`config.mk`:
```
export PLATFORM = sky130hd
export DESIGN_NAME = fta_issue_seq
export DESIGN_NICKNAME = d
export VERILOG_FILES = /design/src/rtl/fta_issue_seq.sv
export SDC_FILE = /design/constraint.sdc
export NUM_CORES = 1
export LEC_CHECK = 0
export ABC_AREA = 0
export BUFFER_PORTS_ARGS = -buffer_cell sky130_fd_sc_hd__buf_2
export CAP_MARGIN = 20
export CORE_MARGIN = 2
export CORE_UTILIZATION = 45
export DETAILED_ROUTE_END_ITERATION = 10
export HOLD_SLACK_MARGIN = 0.12
export PLACE_DENSITY = 0.78
export SYNTH_ARGS = -nofsm -noshare
export SYNTH_HDL_FRONTEND = slang
export SYNTH_SLANG_ARGS = --single-unit
```
`constraint.sdc`:
```
create_clock -name clk -period 1.6 [get_ports clk]
set_input_delay 0.08 -clock clk [delete_from_list [all_inputs] [get_ports clk]]
set_output_delay 0.08 -clock clk [all_outputs]
set_load 0.03 [all_outputs]
```
`src/rtl/fta_issue_seq.sv`:
```
`default_nettype none
// ============================================================================
// Module   : fta_issue_seq
// Purpose  : Issue/response sequencer for the fault-tolerant 3-bit adder.
//            Encodes operands into the protected input code, waits for the
//            result to settle, retries on a two-rail error and returns it.
//            Optional fault injection: define FTA_FAULT_INJECT_EN.
// Revision : 1.0 - initial release
// ============================================================================
module fta_issue_seq #(
    parameter int SETTLE_CYC = 2,
    parameter int MAX_RETRY  = 3
) (
    input  logic       clk,
    input  logic       rst_n,
    input  logic       req_valid,
    output logic       req_ready,
    input  logic [1:0] req_op,
    input  logic [2:0] req_a,
    input  logic [2:0] req_b,
`ifdef FTA_FAULT_INJECT_EN
    input  logic [1:0] inj_mode,
`endif
    output logic [2:0] opd_a,
    output logic [2:0] opd_b,
    output logic       opd_par,
    output logic [2:0] opd_code,
    input  logic [2:0] res_sum,
    input  logic       res_cout,
    input  logic       res_e0,
    input  logic       res_e1,
    output logic       rsp_valid,
    input  logic       rsp_ready,
    output logic [2:0] rsp_sum,
    output logic       rsp_cout,
    output logic [1:0] rsp_status,
    output logic [2:0] rsp_retries
);

    localparam logic [3:0] c_settle_last = 4'(SETTLE_CYC - 1);
    localparam logic [2:0] c_max_retry   = 3'(MAX_RETRY);
    localparam logic [1:0] c_op_add      = 2'b00;
    localparam logic [1:0] c_op_sub      = 2'b01;
    localparam logic [1:0] c_op_ill      = 2'b11;

    typedef enum logic [1:0] {
        S_IDLE  = 2'd0,
        S_DRIVE = 2'd1,
        S_CHECK = 2'd2,
        S_RESP  = 2'd3
    } state_t;

    state_t     r_state;
    state_t     w_state_next;
    logic       w_accept;
    logic       w_good;
    logic [3:0] r_settle;
    logic [2:0] r_retries;
    logic [2:0] w_enc_code;
    logic       w_enc_par;
`ifdef FTA_FAULT_INJECT_EN
    logic [1:0] r_inj;
`endif

    // The two rails disagree exactly when the adder judged its own result sound.
    assign w_good = res_e0 ^ res_e1;

    always_comb begin
        w_enc_par = ~(^{req_a, req_b});
        case (req_op)
            c_op_add: w_enc_code = 3'b001;
            c_op_sub: w_enc_code = 3'b010;
            default:  w_enc_code = 3'b100;
        endcase
`ifdef FTA_FAULT_INJECT_EN
        if (inj_mode == 2'b01 || inj_mode == 2'b11)
            w_enc_par = ~w_enc_par;
        if (inj_mode == 2'b10)
            w_enc_code = 3'b011;
`endif
    end

    always_ff @(posedge clk) begin
        if (!rst_n)
            r_state <= S_IDLE;
        else
            r_state <= w_state_next;
    end

    always_comb begin
        w_state_next = r_state;
        w_accept     = 1'b0;
        req_ready    = 1'b0;
        rsp_valid    = 1'b0;
        case (r_state)
            S_IDLE: begin
                req_ready = 1'b1;
                if (req_valid) begin
                    w_accept     = 1'b1;
                    w_state_next = (req_op == c_op_ill) ? S_RESP : S_DRIVE;
                end
            end
            S_DRIVE: begin
                if (r_settle == c_settle_last)
                    w_state_next = S_CHECK;
            end
            S_CHECK: begin
                if (w_good || r_retries == c_max_retry)
                    w_state_next = S_RESP;
                else
                    w_state_next = S_DRIVE;
            end
            S_RESP: begin
                rsp_valid = 1'b1;
                if (rsp_ready)
                    w_state_next = S_IDLE;
            end
            default: w_state_next = S_IDLE;
        endcase
    end

    always_ff @(posedge clk) begin
        if (!rst_n) begin
            opd_a       <= 3'b000;
            opd_b       <= 3'b000;
            opd_par     <= 1'b1;
            opd_code    <= 3'b001;
            rsp_sum     <= 3'b000;
            rsp_cout    <= 1'b0;
            rsp_status  <= 2'b00;
            rsp_retries <= 3'b000;
            r_settle    <= 4'd0;
            r_retries   <= 3'd0;
`ifdef FTA_FAULT_INJECT_EN
            r_inj       <= 2'b00;
`endif
        end else begin
            case (r_state)
                S_IDLE: begin
                    r_settle  <= 4'd0;
                    r_retries <= 3'd0;
                    if (w_accept) begin
                        if (req_op == c_op_ill) begin
                            rsp_sum     <= 3'b000;
                            rsp_cout    <= 1'b0;
                            rsp_status  <= 2'b11;
                            rsp_retries <= 3'b000;
                        end else begin
                            opd_a    <= req_a;
                            opd_b    <= req_b;
                            opd_par  <= w_enc_par;
                            opd_code <= w_enc_code;
`ifdef FTA_FAULT_INJECT_EN
                            r_inj    <= inj_mode;
`endif
                        end
                    end
                end
                S_DRIVE: begin
                    if (r_settle != c_settle_last)
                        r_settle <= r_settle + 4'd1;
                end
                S_CHECK: begin
                    r_settle    <= 4'd0;
                    rsp_sum     <= res_sum;
                    rsp_cout    <= res_cout;
                    rsp_retries <= r_retries;
                    if (w_good) begin
                        rsp_status <= (r_retries == 3'd0) ? 2'b00 : 2'b01;
                    end else if (r_retries == c_max_retry) begin
                        rsp_status <= 2'b10;
                    end else begin
                        r_retries <= r_retries + 3'd1;
`ifdef FTA_FAULT_INJECT_EN
                        // One-shot parity fault: restore the clean parity for the re-issue.
                        if (r_inj == 2'b11) begin
                            opd_par <= ~opd_par;
                            r_inj   <= 2'b00;
                        end
`endif
                    end
                end
                default: ;
            endcase
        end
    end

endmodule
`default_nettype wire
```
==> results of run 1 <==
[through the flow]
| stage | util [%] | setup WS [ns] | cell area (µm²) | instances | hold WS [ns] |
|---|---|---|---|---|---|
| floorplan | - | 0.124 | 1330 | 152 | 0.158 |
| global placement | 57.2 | 0.135 | 1590 | 222 | 0.321 |
| detailed placement | 57.2 | 0.0573 | 1590 | 222 | 0.329 |
| CTS | 64.5 | 0.0130 | 1790 | 241 | 0.231 |
| global route | 65.0 | 0.00243 | 1810 | 241 | 0.290 |
| finish | 65.0 | 0.0605 | 1810 | 241 | 0.238 |
[power breakdown]
| group | total [mW] | internal (mW) | switching (mW) | leakage (nW) |
|---|---|---|---|---|
| clock network | 0.463 | 0.254 | 0.209 | 0.0279 |
| logic | 0.438 | 0.182 | 0.256 | 0.490 |
| registers | 0.787 | 0.742 | 0.0449 | 0.229 |
[final timing paths]
check	start	end
max	r_settle[1]	r_settle[1]
min	res_e0	r_retries[2]
max reg2reg	r_settle[1]	r_settle[1]
min reg2reg	rsp_sum[1]	rsp_sum[1]
[placed cells by master (no fill, tap or decap), types with 2 or more instances in the layout]
cell,instances
buf_2,38
dfxtp_1,26
a21oi_1,18
o21ai_0,17
dlygate4sd3_1,15
nand2_1,12
buf_4,8
inv_1,7
nand3_1,7
o211ai_1,5
xnor2_1,5
nor2_1,4
a31oi_1,4
ha_1,4
nor2b_1,3
clkbuf_4,3
a211oi_2,2
a211o_1,2
nand4b_1,2
o21ai_1,2
nand2b_1,2
o221a_1,2
nand4_1,2
dfxtp_2,2
[final cells by class]
class / instances / area share [%]
clock inverters: 1 / 1.66
well taps: 31 / 2.14
flip-flops and latches: 28 / 31.1
repair buffers: 61 / 22.1
inverters: 8 / 1.66
multi-input cells: 109 / 40.0
clock buffers: 3 / 1.24
[routing by layer]
metal	track usage [%]	vias to the layer above	share of wire, %
met1	25.3	643	44
li1	-	671	-
met3	4.40	7	4.2
met2	36.6	51	50
met5	0	-	0
met4	12.0	0	1.6
[worst max-delay path, cell delays in order (launching register included)]
cell     delay [ns]
dfxtp_1        0.41
inv_1          0.07
ha_1           0.20
nor3b_2        0.19
or4b_1         0.46
a21oi_1        0.14
[state kept, by name, indices dropped and copies added, names as in the netlist, 2 cells and up]
name	count
r_settle	4
opd_a	3
opd_b	3
opd_code	3
r_retries	3
rsp_retries	3
rsp_sum	3
r_state	2
rsp_status	2
[kinds of logic (layout without fill, tap and decap cells)]
kind of cell / count (synthesis) / count (layout) / synth area share [%]
simple gates: 40 / 40 / 16.1
xor+xnor: 7 / 7 / 5.63
buf+inv: 15 / 73 / 4.69
compound gates: 57 / 57 / 26.8
flops: 28 / 28 / 42.0
fa+ha+maj: 5 / 5 / 4.69
[repair_timing]
action                                  CTS  global route
endpoints found under the setup margin    1             6
resized for setup                         1             4
hold buffers                             15             0
endpoints found under the hold margin    21             0
==> results.md, run 1 <==
- GRT Resource Usage Total: 21.6%
- Sequential cell area: 563 µm²
- Layout Skew: 0.00371 ns
- Drt initial violations: 85
- Critical path class: flip-flop to flip-flop
- Yosys cell types: 37
- CTS Root Buffer Type: clkbuf_4
- Setup crit end kind: flip-flop
- Area of the multi-input gates: 724 µm²
- Top FF cell, synth: dfxtp_1
- Top cells by instance count after synthesis: 28 x dfxtp_1, 18 x a21oi_1, 17 x o21ai_0
- Yosys warns: 0
- Crit path max fanout: 6
- Post-Syn Area: 1330 µm²
- Largest net degree at the start of global routing: 20
- Most common cell in the netlist: dfxtp_1
- Final ANT Viol Nets: 0
- Worst slew margin: 63.8%
- Layout cell share with drive strength beyond 1: 27.6%
- Skew-Pair Late Insertion Delay: 0.33 ns
- WP data required: 1.86 ns
- Final hold violation count: 0
- Reg-to-reg setup timing slack: 0.06 ns
- Core area: 2780 µm²
- PortBufs: 38
- Worst Hold Class: input port to flip-flop
- CTS H-tree depth: 1
- IO Count: 39
- Routed len/inst: 14.3 µm
- Worst-path clk slew: 0.15 ns
- Area leader, netlist: dfxtp_1
- Pwr Total: 1.69 mW
- Post-synthesis register bit count: 28
- Final slew viol count: 0
- Die Wd: 58.4 µm
- Detailed placement HPWL: 2.38 mm
- Clk buf depth: 2
- Pwr per Cell Area: 933 nW/µm²
- DRC: 0
- Drt first pass iters: 5
- Clk sinks: 28
- Total die area: 3420 µm²
- TritonCTS Buffers: 3
- Max VDD drop: 0.000684 V
- Vias in the first global route: 1380
- Startpoint Class: flip-flop
- Synth top area share: 42.0%
- Register area share after synthesis: 42.0%
- Initial antenna violation count: 0
- Worst-margin pin slew: 0.540 ns
- Total Wirelength: 3.44 mm
- FF-to-FF path depth: 5
- Synth area leaders: dfxtp_1 42%, a21oi_1 6.8%, o21ai_0 6.4%
- Max Cap Viol: 0
- Post-CTS Repair Setup Buffers: 0
- Outcome: finished clean
- RSZ-0062 raised after global routing: no
- Setup TNS: 0 ns
- FFs w/ async S/R, synth: 0%
- ANT cells: 0
- Tcrit/Tclk final: 96.2%
- Vias per cell: 5.69
- Worst Path Arrival: 1.80 ns
- Die height: 58.4 µm
- Layout Nets: 234
- First-pass GRT wire length: 5.70 mm
- Routability cong.: 0.910
- Syn Nets: 175
- Leakage Power: 0.747 nW
- Hold path depth: 4
- Initial cell density of the core: 48.0%
- Via count: 1372
- GRT overflow: 0
- Area grow syn2layout: 35.6%
- Post-synth EDFFs: 0
- Setup violators final: 0
- Synthesized area per cell: 8.77 µm²
- Fin crit period: 1.54 ns
- Syn Inst Count: 152
- Row count: 19
- Clock tree from TritonCTS: built
- Fmax: 650 MHz
- Fill cell count: 216
Power figures use the tool's default switching activity.
==> run 2: changes to the inputs <==
--- a/config.mk
+++ b/config.mk
@@ -10,3 +10,2 @@
 export CAP_MARGIN = 20
-export CORE_MARGIN = 2
 export CORE_UTILIZATION = 45
==> constraint.sdc (replaced) <==
create_clock -name clk -period 1.6 [get_ports clk]
set_input_delay 0.24 -clock clk [delete_from_list [all_inputs] [get_ports clk]]
set_output_delay 0.24 -clock clk [all_outputs]
set_load 0.03 [all_outputs]
==> results.md, run 2 (synthesis results as in run 1) <==
- Layout Nets: 219
- Final slew viol count: 0
- Vias in the first global route: 1213
- CTS H-tree depth: 1
- Largest net degree at the start of global routing: 17
- Via count: 1308
- Commonest non-fill, non-tap cell in the layout: buf_2
- M1 WL: 1.27 mm
- RSZ-0062 raised after global routing: no
- Detailed placement HPWL: 2.30 mm
- Total Wirelength: 2.93 mm
- FF-to-FF path depth: 4
- Initial antenna violation count: 0
- PortBufs: 38
- Vias per cell: 5.79
- Most flops, register: r_settle
- Pwr per Cell Area: 923 nW/µm²
- Clk sinks: 28
- Setup crit end kind: flip-flop
- Setup TNS: 0 ns
- Worst-path clk slew: 0.15 ns
- Core area: 2780 µm²
- Worst-margin pin slew: 0.466 ns
- TritonCTS Buffers: 3
- Hold_buf cts: 0
- ANT cells: 0
- Met2 WL: 1.41 mm
- Critical path class: flip-flop to flip-flop
- GRT overflow: 0
- Drt first pass iters: 4
- Met3 WL: 215 µm
- Final ANT Viol Nets: 0
- Worst Path Arrival: 1.77 ns
- Max VDD drop: 0.000586 V
- Setup violators final: 0
- Die Wd: 56.4 µm
- CTS Root Buffer Type: clkbuf_4
- Outcome: finished clean
- Top Layer Used: met4
- Slowest stage delay, CP: 0.51 ns
- Layout Skew: 0.00281 ns
- Drt initial violations: 39
- Fin crit period: 1.51 ns
- Crit path cell chain: ha_1, ha_2, or4_1, a31oi_1
- Skew-Pair Late Insertion Delay: 0.32 ns
- Max Cap Viol: 0
- Area grow syn2layout: 23.7%
- GRT Resource Usage Total: 19.4%
- Worst path slowest cell: or4_1
- Final worst-path setup slack: 0.0877 ns
- Clock tree from TritonCTS: built
- Most frequent cells in the layout: 38 x buf_2, 24 x dfxtp_1, 18 x a21oi_1
- Row count: 19
- Startpoint Class: flip-flop
- DRC: 0
- WP data required: 1.86 ns
- Worst slack at placement: 0.0397 ns
- Leakage Power: 0.678 nW
- Final hold violation count: 0
- Worst slew margin: 68.7%
- Total die area: 3190 µm²
- Initial cell density of the core: 48.0%
- Worst Hold Class: input port to flip-flop
- Tcrit/Tclk final: 94.5%
- Number of flip-flops in the largest register: 4
- Fin Hold WS: 0.142 ns
- Hold path depth: 3
- IO Count: 39
- First-pass GRT wire length: 4.97 mm
- Crit path max fanout: 4
- Routability cong.: 0.813
- Die height: 56.4 µm
- Routed len/inst: 13.0 µm
- Clk buf depth: 2
- Fmax: 661 MHz
- Layout cell share with drive strength beyond 1: 30.8%
- Fill cell count: 264
-- run 2: through the flow --
step                instances  total power [mW]  util, %  instance area [µm²]
floorplan                 152              1.06        -                 1330
global route              226              1.61     59.3                 1650
detailed placement        222              1.20     57.2                 1590
global placement          222              1.19     57.2                 1590
finish                    226              1.52     59.3                 1650
CTS                       226              1.54     58.6                 1630
-- run 2: final timing paths --
kind                                    from  slack [ns]            to
worst max-delay path            r_retries[1]        0.09  r_retries[2]
worst min-delay path              res_sum[1]        0.14    rsp_sum[1]
worst max register to register  r_retries[1]        0.09  r_retries[2]
worst min register to register   opd_code[1]        0.48   opd_code[1]
-- run 2: cell type report --
class	count	area (µm²)	area share [%]
Clock buffer	4	36.3	2.20
Multi-Input combinational cell	109	724	43.9
Tap cell	31	38.8	2.35
Sequential cell	28	571	34.6
Inverter	8	30.0	1.82
Timing Repair Buffer	46	250	15.2
-- run 2: metal layers --
layer / vias to the layer above / global-route usage, %
met5: - / 0
met4: 0 / 8.71
met3: 4 / 3.23
met2: 56 / 32.6
met1: 601 / 24.2
li1: 647 / -
-- run 2: what timing repair did --
action,CTS,global route
setup buffers,0,1
gates cloned,0,0
resized for setup,2,7
pin swaps,0,1
endpoints found under the setup margin,1,7
-- run 2: power breakdown --
part	internal (mW)	total, mW	leakage (nW)	switching, mW
Clock	0.139	0.338	0.0210	0.199
Sequential	0.741	0.793	0.230	0.0517
Combinational	0.155	0.392	0.427	0.237
Total	1.04	1.52	0.678	0.487
-- run 2: worst max-delay path: cells and delay by family, from the launching register on --
kind | cells | cell delay, ns
flip-flops | 1 | 0.38
AO/OA/AOI/OAI | 1 | 0.14
AND/OR/NAND/NOR | 1 | 0.51
adder cells (fa/ha/maj) | 2 | 0.43
